==> src/rtl/arcade_sync_mixer.sv <==
// Arcade video front-end: sync polarity normalisation, pixel capture on ce_pix rising edge,
// packed-RGB expansion to 8 bits per channel and a registered VGA-style output stage.

module arcade_sync_pol #(
    parameter int CNT_W = 20
) (
    input  logic clk,
    input  logic rst,
    input  logic raw,
    output logic fixed
);
    localparam logic [CNT_W-1:0] ONE = 1;

    logic             s1, s2, pol;
    logic [CNT_W-1:0] cnt, pos, neg;

    // Measure high and low times; the longer phase is taken as the inactive level.
    always_ff @(posedge clk or posedge rst) begin
        if (rst) begin
            s1  <= 1'b0;
            s2  <= 1'b0;
            cnt <= '0;
            pos <= '0;
            neg <= '0;
            pol <= 1'b0;
        end else begin
            s1 <= raw;
            s2 <= s1;
            if (s1 != s2)
                cnt <= '0;
            else if (cnt != '1)
                cnt <= cnt + ONE;
            if (s1 && !s2)
                neg <= cnt;
            if (!s1 && s2)
                pos <= cnt;
            pol <= (pos > neg);
        end
    end

    assign fixed = raw ^ pol;
endmodule

module arcade_sync_mixer #(
    parameter int DW         = 8,
    parameter bit HALF_DEPTH = 1'b1,
    parameter int CNT_W      = 20
) (
    input  logic          clk_video,
    input  logic          reset,
    input  logic          ce_pix,
    input  logic [DW-1:0] RGB_in,
    input  logic          HBlank,
    input  logic          VBlank,
    input  logic          HSync,
    input  logic          VSync,
    input  logic [2:0]    fx,
    output logic [7:0]    VGA_R,
    output logic [7:0]    VGA_G,
    output logic [7:0]    VGA_B,
    output logic          VGA_HS,
    output logic          VGA_VS,
    output logic          VGA_DE,
    output logic [1:0]    VGA_SL,
    output logic          CE_PIXEL
);
    logic          hs_fixed, vs_fixed;
    logic          old_ce, ce, ce_edge;
    logic          hs, vs, hbl, vbl, de;
    logic [DW-1:0] rgb_fix;
    logic [7:0]    r8, g8, b8, r_x, g_x, b_x;
    logic [2:0]    fx_m1;
    logic [1:0]    sl;

    arcade_sync_pol #(.CNT_W(CNT_W)) u_hs_pol (
        .clk(clk_video), .rst(reset), .raw(HSync), .fixed(hs_fixed)
    );
    arcade_sync_pol #(.CNT_W(CNT_W)) u_vs_pol (
        .clk(clk_video), .rst(reset), .raw(VSync), .fixed(vs_fixed)
    );

    assign ce_edge = ce_pix & ~old_ce;

    // VS only moves at an hsync leading edge and VBL only at the end of hblank,
    // so vertical state changes are aligned to line boundaries.
    always_ff @(posedge clk_video or posedge reset) begin
        if (reset) begin
            old_ce  <= 1'b0;
            ce      <= 1'b0;
            rgb_fix <= '0;
            hs      <= 1'b0;
            vs      <= 1'b0;
            hbl     <= 1'b0;
            vbl     <= 1'b0;
        end else begin
            old_ce <= ce_pix;
            ce     <= ce_edge;
            if (ce_edge) begin
                rgb_fix <= RGB_in;
                hs      <= hs_fixed;
                hbl     <= HBlank;
                if (!hs && hs_fixed)
                    vs <= vs_fixed;
                if (hbl && !HBlank)
                    vbl <= VBlank;
            end
        end
    end

    generate
        if (DW == 6) begin : g_dw6
            assign r8 = {4{rgb_fix[5:4]}};
            assign g8 = {4{rgb_fix[3:2]}};
            assign b8 = {4{rgb_fix[1:0]}};
        end else if (DW == 8) begin : g_dw8
            assign r8 = {rgb_fix[7:5], rgb_fix[7:5], rgb_fix[7:6]};
            assign g8 = {rgb_fix[4:2], rgb_fix[4:2], rgb_fix[4:3]};
            assign b8 = {4{rgb_fix[1:0]}};
        end else if (DW == 9) begin : g_dw9
            assign r8 = {rgb_fix[8:6], rgb_fix[8:6], rgb_fix[8:7]};
            assign g8 = {rgb_fix[5:3], rgb_fix[5:3], rgb_fix[5:4]};
            assign b8 = {rgb_fix[2:0], rgb_fix[2:0], rgb_fix[2:1]};
        end else if (DW == 12) begin : g_dw12
            assign r8 = {rgb_fix[11:8], rgb_fix[11:8]};
            assign g8 = {rgb_fix[7:4], rgb_fix[7:4]};
            assign b8 = {rgb_fix[3:0], rgb_fix[3:0]};
        end else begin : g_dw24
            localparam int LIM = (DW < 24) ? DW : 24;
            logic [23:0] rgb24;
            always_comb begin
                rgb24 = '0;
                for (int i = 0; i < LIM; i++)
                    rgb24[i] = rgb_fix[i];
            end
            assign r8 = rgb24[23:16];
            assign g8 = rgb24[15:8];
            assign b8 = rgb24[7:0];
        end
    endgenerate

    assign r_x   = HALF_DEPTH ? {r8[7:4], r8[7:4]} : r8;
    assign g_x   = HALF_DEPTH ? {g8[7:4], g8[7:4]} : g8;
    assign b_x   = HALF_DEPTH ? {b8[7:4], b8[7:4]} : b8;
    assign de    = ~(hbl | vbl);
    assign fx_m1 = fx - 3'd1;
    assign sl    = (fx != 3'd0) ? fx_m1[1:0] : 2'd0;

    always_ff @(posedge clk_video or posedge reset) begin
        if (reset) begin
            VGA_R    <= '0;
            VGA_G    <= '0;
            VGA_B    <= '0;
            VGA_HS   <= 1'b0;
            VGA_VS   <= 1'b0;
            VGA_DE   <= 1'b0;
            VGA_SL   <= '0;
            CE_PIXEL <= 1'b0;
        end else begin
            CE_PIXEL <= ce;
            if (ce) begin
                VGA_HS <= hs;
                VGA_VS <= vs;
                VGA_DE <= de;
                VGA_SL <= sl;
                VGA_R  <= de ? r_x : 8'd0;
                VGA_G  <= de ? g_x : 8'd0;
                VGA_B  <= de ? b_x : 8'd0;
            end
        end
    end
endmodule

==> config.mk <==
export PLATFORM = sky130hd
export DESIGN_NAME = arcade_sync_mixer
export DESIGN_NICKNAME = d
export VERILOG_FILES = /design/src/rtl/arcade_sync_mixer.sv
export SDC_FILE = /design/constraint.sdc
export NUM_CORES = 1
export LEC_CHECK = 0
export BUFFER_PORTS_ARGS = -buffer_cell sky130_fd_sc_hd__buf_4
export CAP_MARGIN = 10
export CELL_PAD_IN_SITES_DETAIL_PLACEMENT = 1
export CELL_PAD_IN_SITES_GLOBAL_PLACEMENT = 2
export CORE_ASPECT_RATIO = 2
export CORE_UTILIZATION = 44
export DETAILED_ROUTE_END_ITERATION = 7
export PLACE_DENSITY_LB_ADDON = 0.1
export SYNTH_ARGS = -nofsm -noshare
export SYNTH_HDL_FRONTEND = slang
export SYNTH_SLANG_ARGS = --single-unit
==> constraint.sdc <==
create_clock -name clk_video -period 7.16 [get_ports clk_video]
set_input_delay 0.358 -clock clk_video [delete_from_list [all_inputs] [get_ports clk_video]]
set_output_delay 0.358 -clock clk_video [all_outputs]
set_load 0.1 [all_outputs]
Word-level counts from Yosys, hierarchy flattened --
Index checks and enable logic that the tools add are counted.
Word-level totals: bits in registers 170, bits of input ports 18, output and inout port bits 30, word-level logic and storage cells 67
Cells by class: $add $sub $neg 3, $lt $le $gt $ge 2, eq/ne operators 4, muxes and demuxes 8, bitwise operators 6, reduce and logical (&&, ||, !) cells 17
Operators by type and width (count):
- two-way mux 20 bit | 4
- adder 20 x 1 -> 20 bit (second input constant) | 2
- greater-than comparator 20 bit | 2
- != test 20 bit (second input constant) | 2
- two-way mux 8 bit | 3
- logical AND 1 bit | 6
- zero test 1 bit | 6
- AND reduction 2 bit | 2
- nonzero test 2 bit | 2
- nonzero test 3 bit | 1
- two-way mux 2 bit | 1
- != test 1 bit | 2
- inverter 1 bit | 2
- subtractor 2 x 1 -> 2 bit (second input constant) | 1
- XOR 1 bit | 2
- AND 1 bit | 1
- bitwise OR 1 bit | 1

Depth between registers and ports, before layout --
depth in word-level cells 3, gate-level depth with buffers 7, mapped depth without buffers 7

Cells and area by module --
From an unflattened synthesis, not the netlist that was laid out.
Unflattened totals: cells, all modules 711, area, all modules 7612.3 um2
Modules (own cells, without submodules):
- arcade_sync_pol (u_vs_pol) | instances 1, cells each 306, area an instance 3185.6 um2, seq. area each 1576.5 um2
- arcade_sync_pol (u_hs_pol) | instances 1, cells each 305, area an instance 3170.5 um2, seq. area each 1576.5 um2
- arcade_sync_mixer | instances 1, cells each 100, area an instance 1256.2 um2, seq. area each 700.7 um2

Worst setup path before layout --
OpenSTA, ideal clock, no wires.
kind reg2reg, from register u_vs_pol.cnt[0], to register u_vs_pol.cnt[9], library setup time 119 ps, arrival 1620 ps, data required time 7041 ps, setup slack 5421 ps, stages on the path, launching flop included 7, path buffers 0, clock period less this slack 1739 ps, cells stage by stage dfrtp_1 -> ha_1 -> inv_1 -> or4b_4 -> nand3_1 -> xnor2_1 -> and2_1
Between the ends: word-level cells in the longest chain between the ends 3, elaborated cells between the ends (all ways) 5, those cells by class 1 x add/sub; 1 x eq/ne; 2 x mux; 1 x reduce/logical
RTL lines:
- start, declared | RTL line 15 | logic [CNT_W-1:0] cnt, pos, neg;
- start signal, assigned | RTL line 32 | cnt <= cnt + ONE;
- adder 20 x 1 -> 20 bit | RTL line 32
- two-way mux 20 bit | RTL line 31 | else if (cnt != '1)
- two-way mux 20 bit | RTL line 29 | if (s1 != s2)
Several ways; a longest one is shown, not always the timed one. The select of a mux whose other input is x is not followed. A chain may end at the register's enable or synchronous reset.

Worst setup path in the final report --
from register u_hs_pol.pos[11], to register u_hs_pol.pol
Between the ends: word-level cells in the longest chain between the ends 1
RTL lines:
- start, declared | RTL line 15
- start signal, assigned | RTL line 36 | pos <= cnt;
- greater-than comparator 20 bit | RTL line 37 | pol <= (pos > neg);
- end signal, assigned | RTL line 37
- end, declared | RTL line 14 | logic s1, s2, pol;
No other way between the ends.

==> results.sh <==
export IMPL_cts_setup_buffers=0
export IMPL_synth_flop_cell="dfrtp_1"
export IMPL_wl_mm=18.3
export IMPL_fmax_mhz=495
export IMPL_instances_no_fill=919
export IMPL_globalRouteOverflowTotal=0
export IMPL_yosys_area_top_type="dfrtp_1"
export IMPL_synthAdderAreaFrac_pct=7.77
export IMPL_core_sq_um=16400
export IMPL_die_w_um=93.7
export IMPL_clk_pin_slew_ps=70
export IMPL_antennaDiodeCount=0
export IMPL_cp_required_ps=7520
export IMPL_gp_congestion=0.773
export IMPL_synth_area_leaders="dfrtp_1 (52%), mux2_2 (7.9%), ha_1 (7.8%), o21ai_0 (3.4%), nand2_1 (2.8%)"
export IMPL_max_cap_violations=0
export IMPL_synth_edff_count=0
export IMPL_cts_buffers=17
export IMPL_pin_count=48
export IMPL_yosys_warnings=0
export IMPL_grt_use_total_pct=23.5
export IMPL_synthMuxAreaShare_pct=8.31
export IMPL_num_rows=66
export IMPL_start_util_pct=45.3
export IMPL_ant_nets=0
export IMPL_ys_ff_latch=154
export IMPL_syn_avg_cell_area_sq_um=11.0
export IMPL_slowest_delay_ps=400
export IMPL_drt_initial_drc_count=165
export IMPL_period_share_pct=28.2
export IMPL_tns_ps=0
export IMPL_drc=0
export IMPL_worstSetupEndpoint="u_hs_pol.pol$_DFF_PP0_"
export IMPL_drive_above_1_share_pct=20.7
export IMPL_r2r_end="u_hs_pol.pol$_DFF_PP0_"
export IMPL_viasPerCell=5.56
export IMPL_synthTopCellsByCount="dfrtp_1 (154), nand2_1 (56), mux2_2 (52), inv_1 (51), o21ai_0 (50)"
export IMPL_grt_pass1_wl_mm=30.3
export IMPL_fp_dieH_um=185
export IMPL_crit_start="u_hs_pol.pos[11]$_DFFE_PP0P_"
export IMPL_path_cells="ha_1 > nand4_1 > or2_2 > a21oi_1 > o41ai_1 > a21oi_1"
export IMPL_cp_num_cells=6
export IMPL_synthesis_area_sq_um=7410
export IMPL_synth_top_family_by_area="simple AND/OR/NAND/NOR gates"
export IMPL_cts_root_buf="clkbuf_16"
export IMPL_crit_buf_inv=0
export IMPL_hold_path_class="in -> reg"
export IMPL_area_delta_synth_final_pct=13.7
export IMPL_power_per_cell_area_nw_per_um2=281
export IMPL_crit_fanout=2
export IMPL_fp_dieArea_sq_um=17400
export IMPL_nFillCells=1768
export IMPL_ir_drop_mv=0.165
export IMPL_grt_pass1_vias=5843
export IMPL_skew_ps=11.8
export IMPL_async_reset_ff_share_pct=100
export IMPL_rrSetupSlack_ps=5140
export IMPL_cp_common_cell="a21oi_1"
export IMPL_p_leak_nw=3.96
export IMPL_antenna_found_initial=0
export IMPL_postSynthCellCount=673
export IMPL_hold_viol=0
export IMPL_cts_tree="done"
export IMPL_period_needed_ps=2020
export IMPL_slew_viol_final=0
export IMPL_status="finished clean"
export IMPL_crit_arrival_ps=2380
export IMPL_r2r_cells=6
export IMPL_synth_most_common_cell="dfrtp_1"
export IMPL_holdWs_ps=44.3
export IMPL_synth_xor_area_share_pct=3.31
export IMPL_worstReg2RegStart="u_hs_pol.pos[11]$_DFFE_PP0P_"
export IMPL_yosysTopAreaCellShare_pct=52.0
export IMPL_cts_sinks=154
export IMPL_dpl_cell_count=887
export IMPL_yosys_area_share_simple_pct=13.4
export IMPL_wl_per_cell_um=20.0
export IMPL_synthesis_nets=737
export IMPL_hpwlAfterDp_mm=13.3
export IMPL_final_setup_viol_count=0
export IMPL_seq_area_frac_synth_pct=52.0
export IMPL_h_tree_depth=4
export IMPL_clk_path_buf_depth=2
export IMPL_start_kind="flop"
export IMPL_endpoint_kind="flop"
export IMPL_synth_compound_area_share_pct=9.58
export IMPL_grt_max_degree=82
export IMPL_cp_top_family="compound AO/OA/AOI/OAI gates"
export IMPL_first_pass_iters=4
export IMPL_rsz0062_at_grt="no"
export IMPL_fin_nets=766
export IMPL_tightest_slew_ps=1190
export IMPL_cts_hold_buffers=0
export IMPL_ys_types=52
export IMPL_io_buffers=47
export IMPL_insertion_delay_ps=430
export IMPL_cts_resized=0
export IMPL_cp_slowest_cell="or2_2"
export IMPL_critPathKind="reg -> reg"
export IMPL_slew_headroom_pct=21.0
export IMPL_routed_via_count=5111
[metrics by stage]
stage | total power, mW | worst slack [ps] | area, sq um | util [%]
6_report | 2.37 | 5140 | 8420 | 51.5
5_1_grt | 2.46 | 5010 | 8420 | 51.5
4_1_cts | 2.40 | 5100 | 8420 | 51.5
3_3_place_gp | 1.46 | 5140 | 7820 | 47.8
3_5_place_dp | 1.47 | 5060 | 7820 | 47.8
2_1_floorplan | 1.37 | 2650 | 7410 | -
[routing by layer]
metal / part of all wire (%) / GRT usage (%) / vias to the layer above / wire (um)
met1: 34 / 21.6 / 2647 / 6160
li1: - / - / 2375 / -
met2: 61 / 47.3 / 52 / 11200
met5: 0 / 0 / - / 0
met4: 4.1 / 12.3 / 0 / 757
met3: 1.4 / 3.68 / 37 / 259
[cells by family after synthesis]
group / Yosys count
AND/OR/NAND/NOR: 185
XOR/XNOR: 28
AO/OA/AOI/OAI: 114
adder cells (fa/ha/maj): 46
multiplexers: 55
flip-flops: 154
buffers and inverters: 91
[area by class of cell]
type	count	area, sq um	area share, %
clock buffer	18	439	5.22
clock inverter	14	164	1.95
inverter	51	196	2.33
multi-input combinational	428	3140	37.2
sequential	154	3850	45.8
tap	204	255	3.03
timing repair buffer	50	375	4.46
[sequential cells by signal, summed over array words and instances (netlist names), 2 cells and up]
signal / count
u_hs_pol.cnt: 20
u_hs_pol.neg: 20
u_vs_pol.pos: 20
VGA_G: 3
u_hs_pol.pos: 20
u_vs_pol.neg: 20
rgb_fix: 8
u_vs_pol.cnt: 20
VGA_SL: 2
VGA_B: 2
VGA_R: 3
[worst register-to-register path, cell delays in order (launching register included)]
cell and delay (ps):
dfrtp_1 390, ha_1 320, nand4_1 180, or2_2 400, a21oi_1 360, o41ai_1 140, a21oi_1 160
[cell usage in the layout (no fill, tap or decap), types with 17 or more instances in the layout]
master	count
clkbuf_16	17
ha_1	46
nand4_1	17
a21oi_1	24
nor2_1	27
mux2_2	52
xnor2_1	20
inv_1	50
dfrtp_1	154
nand2_1	56
o21ai_0	50
buf_4	50
[report_power, final]
group,internal (mW),total [mW],switching (mW),leakage (nW)
Combinational,0.120,0.483,0.363,1.60
Sequential,0.926,0.972,0.0456,2.08
Clock,0.530,0.914,0.384,0.286
[how the worst min path moves through the flow]
| stage | start | cells past startpoint | to |
|---|---|---|---|
| final | ce_pix | 1 | old_ce$_DFF_PP0_ |
| after global routing | ce_pix | 1 | old_ce$_DFF_PP0_ |
| after floorplan | u_hs_pol.s1$_DFF_PP0_ | 0 | u_hs_pol.s2$_DFF_PP0_ |
| after global placement | u_hs_pol.s1$_DFF_PP0_ | 0 | u_hs_pol.s2$_DFF_PP0_ |
| after detailed placement | u_hs_pol.s1$_DFF_PP0_ | 0 | u_hs_pol.s2$_DFF_PP0_ |
| after CTS | ce_pix | 1 | old_ce$_DFF_PP0_ |
(Power assumes the default switching activity.)
